--- config.mk ---
export PLATFORM = sky130hd
export DESIGN_NAME = tc_irq_ctrl
export DESIGN_NICKNAME = d
export VERILOG_FILES = /design/src/rtl/tc_irq_ctrl.sv
export SDC_FILE = /design/constraint.sdc
export NUM_CORES = 1
export LEC_CHECK = 0
export BUFFER_PORTS_ARGS = -buffer_cell sky130_fd_sc_hd__buf_4
export CAP_MARGIN = 5
export CORE_UTILIZATION = 43
export DETAILED_ROUTE_END_ITERATION = 16
export HOLD_SLACK_MARGIN = 0.05
export PLACE_DENSITY = 0.83
export SLEW_MARGIN = 15
export SYNTH_ARGS = -nofsm -noshare
export SYNTH_HDL_FRONTEND = slang
export SYNTH_SLANG_ARGS = --single-unit
--- constraint.sdc ---
create_clock -name clk -period 1.8 [get_ports clk]
set_input_delay 0 -clock clk [delete_from_list [all_inputs] [get_ports clk]]
set_output_delay 0 -clock clk [all_outputs]
set_load 0.05 [all_outputs]
--- src/rtl/tc_irq_ctrl.sv ---
// Timer/counter interrupt scheduler: latches TC0/TC1 event pulses into pending flags,
// applies mask and global enable, and runs a fixed-priority request/ack/RETI handshake.
module tc_irq_ctrl #(
  parameter int NSRC     = 6,
  parameter int VEC_W    = 8,
  parameter int VEC_BASE = 14
) (
  input  logic             clk,
  input  logic             rst,
  input  logic [NSRC-1:0]  flag_set,
  input  logic [NSRC-1:0]  mask,
  input  logic             status_reg_interrupt_enable,
  input  logic             sw_clr,
  input  logic [NSRC-1:0]  sw_clr_data,
  output logic             interrupt_request,
  output logic [VEC_W-1:0] irq_vector,
  input  logic             interrupt_ack,
  input  logic             interrupt_executed,
  output logic [NSRC-1:0]  flags,
  output logic [NSRC-1:0]  overrun,
  output logic             busy
);

  localparam int IDX_W = (NSRC > 1) ? $clog2(NSRC) : 1;

  typedef enum logic [1:0] {IDLE, REQ, SERVICE} state_e;

  state_e           state_q;
  logic [NSRC-1:0]  flags_q, flags_d;
  logic [NSRC-1:0]  ovr_q, ovr_d;
  logic [NSRC-1:0]  sw_hit, clr, elig;
  logic [IDX_W-1:0] idx_q, win;
  logic             any_elig, ack_ok, withdraw;
  logic             req_q, busy_q;
  logic [VEC_W-1:0] vec_q;

  always_comb begin
    ack_ok = (state_q == REQ) && interrupt_ack;
    sw_hit = sw_clr ? sw_clr_data : '0;
    clr    = sw_hit;
    if (ack_ok) clr[idx_q] = 1'b1;
    // A new event beats any clear in the same cycle and then does not count as an overrun.
    flags_d = flag_set | (flags_q & ~clr);
    ovr_d   = ~sw_hit & (ovr_q | (flag_set & flags_q & ~clr));

    elig     = flags_q & mask & {NSRC{status_reg_interrupt_enable}};
    any_elig = |elig;
    win      = '0;
    for (int k = NSRC - 1; k >= 0; k--) begin
      if (elig[k]) win = IDX_W'(k);
    end

    // Pending request is withdrawn once its source would no longer be eligible.
    withdraw = ~(flags_d[idx_q] & mask[idx_q] & status_reg_interrupt_enable);
  end

  always_ff @(posedge clk) begin
    if (!rst) begin
      state_q <= IDLE;
      flags_q <= '0;
      ovr_q   <= '0;
      idx_q   <= '0;
      req_q   <= 1'b0;
      busy_q  <= 1'b0;
      vec_q   <= '0;
    end else begin
      flags_q <= flags_d;
      ovr_q   <= ovr_d;
      case (state_q)
        IDLE: begin
          if (any_elig) begin
            state_q <= REQ;
            idx_q   <= win;
            req_q   <= 1'b1;
            busy_q  <= 1'b1;
            vec_q   <= VEC_W'(VEC_BASE) + VEC_W'(win);
          end
        end
        REQ: begin
          if (interrupt_ack) begin
            state_q <= SERVICE;
            req_q   <= 1'b0;
          end else if (withdraw) begin
            state_q <= IDLE;
            req_q   <= 1'b0;
            busy_q  <= 1'b0;
          end
        end
        SERVICE: begin
          if (interrupt_executed) begin
            state_q <= IDLE;
            busy_q  <= 1'b0;
          end
        end
        default: begin
          state_q <= IDLE;
          req_q   <= 1'b0;
          busy_q  <= 1'b0;
        end
      endcase
    end
  end

  assign interrupt_request = req_q;
  assign irq_vector        = vec_q;
  assign flags             = flags_q;
  assign overrun           = ovr_q;
  assign busy              = busy_q;

endmodule

==> impl_results.md <==
- Status: complete, but fails checks
- Failing checks: setup timing
- VDD IR max: between 0.5 and 0.6 mV
- Routed vias: ~1500
- Tmin final: 1880 ps
- Initial Util: 0.472
- Fillers: roughly 190
- First-pass GRT wire length: about 6.5 mm
- CTS tree: built
- HP Class: in2reg
- CP Capture Type: flip-flop
- Post-Synth XOR/XNOR Area: 0
- CTS H-tree depth: 1
- Async set-reset flop share out of synthesis: 0
- Setup bufs post-CTS: 0
- Setup crit start kind: flip-flop
- Dpl hpwl: ~2.6 mm
- Initial DRC count: 64
- Total Power: roughly 1.3 mW
- Rows: 18
- Layout Nets: between 200 and 300
- Vias in the first global route: 1491
- Clock skew: 1.06 ps
- Final WS setup: -75.9 ps
- Initial antenna violation count: 0
- Final Hold Viols: 0
- Synth top area share: 0.376
- Clk pin slew, worst setup/hold paths: between 100 and 150 ps
- P&R area growth vs syn: 55.4%
- Core Box Area: 0.00259 mm^2
- Multiplexer share of the synthesized area: 0.0245
- Leak pwr: 0.834 nW
- Commonest cells in the synthesized netlist: 37 x nand2_1, 28 x nor2_1, 23 x dfxtp_1
- Root Driver: clkbuf_4
- Final Non-Filler Cells: roughly 270
- Post-synth EDFFs: 0
- Buf/Inv on CP: 1
- N_diodes: 0
- Synth Flop Type: dfxtp_1
- Post-DR wirelength/cell: about 15 um
- Tcrit/Tclk final: 1.04
- Final RePlAce weighted congestion: around 0.85
- Worst rel slew slack: 0.629
- RSZ-0062 raised after global routing: true
- Final core occ: 0.734
- Share of cells above drive strength 1: 0.299
- Largest cells by area after synthesis: dfxtp_1 38%, nand2_1 11%, nor2_1 8.6%
- Cell Chain, Critical Path: inv_2, or4_4, a221o_1, a21oi_2, nand3b_1, a2111oi_2
- Clock latency on the worst-skew pair: ~320 ps
- Pwr Density: a little under 700 mW/mm^2
- Router iterations before antenna repair: 4
- IO Port Bufs: 42
- Final count of negative-setup-slack endpoints: 1
- Maximum clock path buffer count: 2
- Placed cells: 246
- Largest family of logic cells by synthesized area: simple AND/OR/NAND/NOR gates
- Synth Register Bits: 23
- Post-Syn Instances: approximately 170
- F_max: 533 MHz
- Final slew viol count: 0
- Total gr overflow: 0
- Synth Cell Area: 0.00122 mm^2
- Die width: 55.3 um
- Yosys top cell by area: dfxtp_1
- Die area: about 0.0031 mm^2
- Via density per instance: 5.57
- Kind of cell adding the most delay to the critical path: compound AO/OA/AOI/OAI gates
- Post-route ant nets: 0
- Largest net degree at the start of global routing: 17
- Setup WS pre-CTS: -79.9 ps
- Max_cap viols: 0
- I/O pin cnt: 46
- CP arrival: ~2100 ps
- Synth Area in Adders: 0.0102
- Critical path's slowest cell: or4_4
- Simple-Gate Fraction of Synth Area: 0.281
- Num CTS Buffers: 3
- Die H: between 50 and 60 um
- CP peak stage delay: ~500 ps
- Worst setup path class: reg2reg
- Most frequent cell after synthesis: nand2_1
- GR Util All Layers: 0.263
- CTS sink cnt: 23
- Worst-Margin Slew: around 560 ps
- CP Max Fanout: 3
- Worst EP required: approximately 2000 ps
- Synth cell types: 33
- DRC viols: 0
- Average cell area after synthesis: roughly 7.3 um^2
- Synthesis Warnings: 0
- Register area share after synthesis: 0.376
- Synth Area in Compound Gates: 0.247
- Final wirelength: between 3 and 4 mm
## cells by family (layout without fill, tap and decap cells)
logic type | count (synthesis) | after routing
compound gates | 45 | 45
buf+inv | 14 | 86
other cells | 1 | 3
fa+ha+maj | 1 | 1
mux | 3 | 3
flops | 23 | 23
simple gates | 80 | 80
## path summary, 6_finish.rpt
check | startpoint | end | slack, ps | cells after the start
max | state_q[0] | interrupt_request | -80 | 6
min | status_reg_interrupt_enable | idx_q[1] | 40 | 4
max reg2reg | state_q[0] | interrupt_request | -80 | 6
min reg2reg | irq_vector[3] | irq_vector[3] | 460 | 2
## cells in the final DEF (no fill, tap or decap), types with 2 or more instances in the layout
| cell | n |
|---|---|
| a211oi_1 | 2 |
| a21oi_1 | 18 |
| a31oi_1 | 7 |
| buf_4 | 56 |
| clkbuf_4 | 3 |
| conb_1 | 3 |
| dfxtp_1 | 19 |
| dfxtp_2 | 4 |
| dlygate4sd3_1 | 21 |
| inv_1 | 4 |
| mux2i_1 | 3 |
| nand2_1 | 37 |
| nand3_1 | 2 |
| nand3b_1 | 4 |
| nor2_1 | 28 |
| nor4_1 | 3 |
| o21a_1 | 2 |
| o21ai_0 | 6 |
## registers in the layout, indices dropped and copies added (netlist names)
| signal | cells |
|---|---|
| flags | 6 |
| overrun | 6 |
| irq_vector | 4 |
| idx_q | 3 |
| state_q | 2 |
| busy | 1 |
| interrupt_request | 1 |
## power by group
| part | internal, mW | switching (mW) |
|---|---|---|
| Sequential | 0.547 | 0.0295 |
| Combinational | 0.188 | 0.281 |
| Clock | 0.0833 | 0.168 |
## final cells by class
class                   count  area (um^2)  area share
flip-flops and latches     23          465       0.245
well taps                  30         37.5      0.0197
repair buffers             77          631       0.332
inverters                   5         18.8     0.00987
clock buffers               3         22.5      0.0118
clock inverters             1         5.00     0.00263
multi-input cells         132          722       0.380
## timing repair
action	4_1_cts	5_1_grt
pin swaps	0	1
resized for setup	2	5
setup endpoints to repair	1	3
hold buffers	21	0
hold endpoints to repair	17	0
cloned	0	0
## worst min-delay path: cells and delay by family
family,cells,cell delay (ps)
compound gates,1,60
simple gates,2,180
buf+inv,1,90
## per-layer routing
layer  part of all wire  GRT usage
met2               0.50      0.473
met4              0.016     0.0893
met5                  0          0
met3              0.071     0.0304
met1               0.41      0.321
## per-stage QoR
stage	hold slack, ps	setup TNS [ps]	instance area, um^2
after CTS	56.9	-71.7	1880
after detailed placement	241	-79.9	1640
after floorplan	118	0	1240
after global routing	49.3	-151	1900
final	43.5	-75.9	1900
after global placement	230	0	1640
Note: power is estimated with default switching activity, not from simulation.
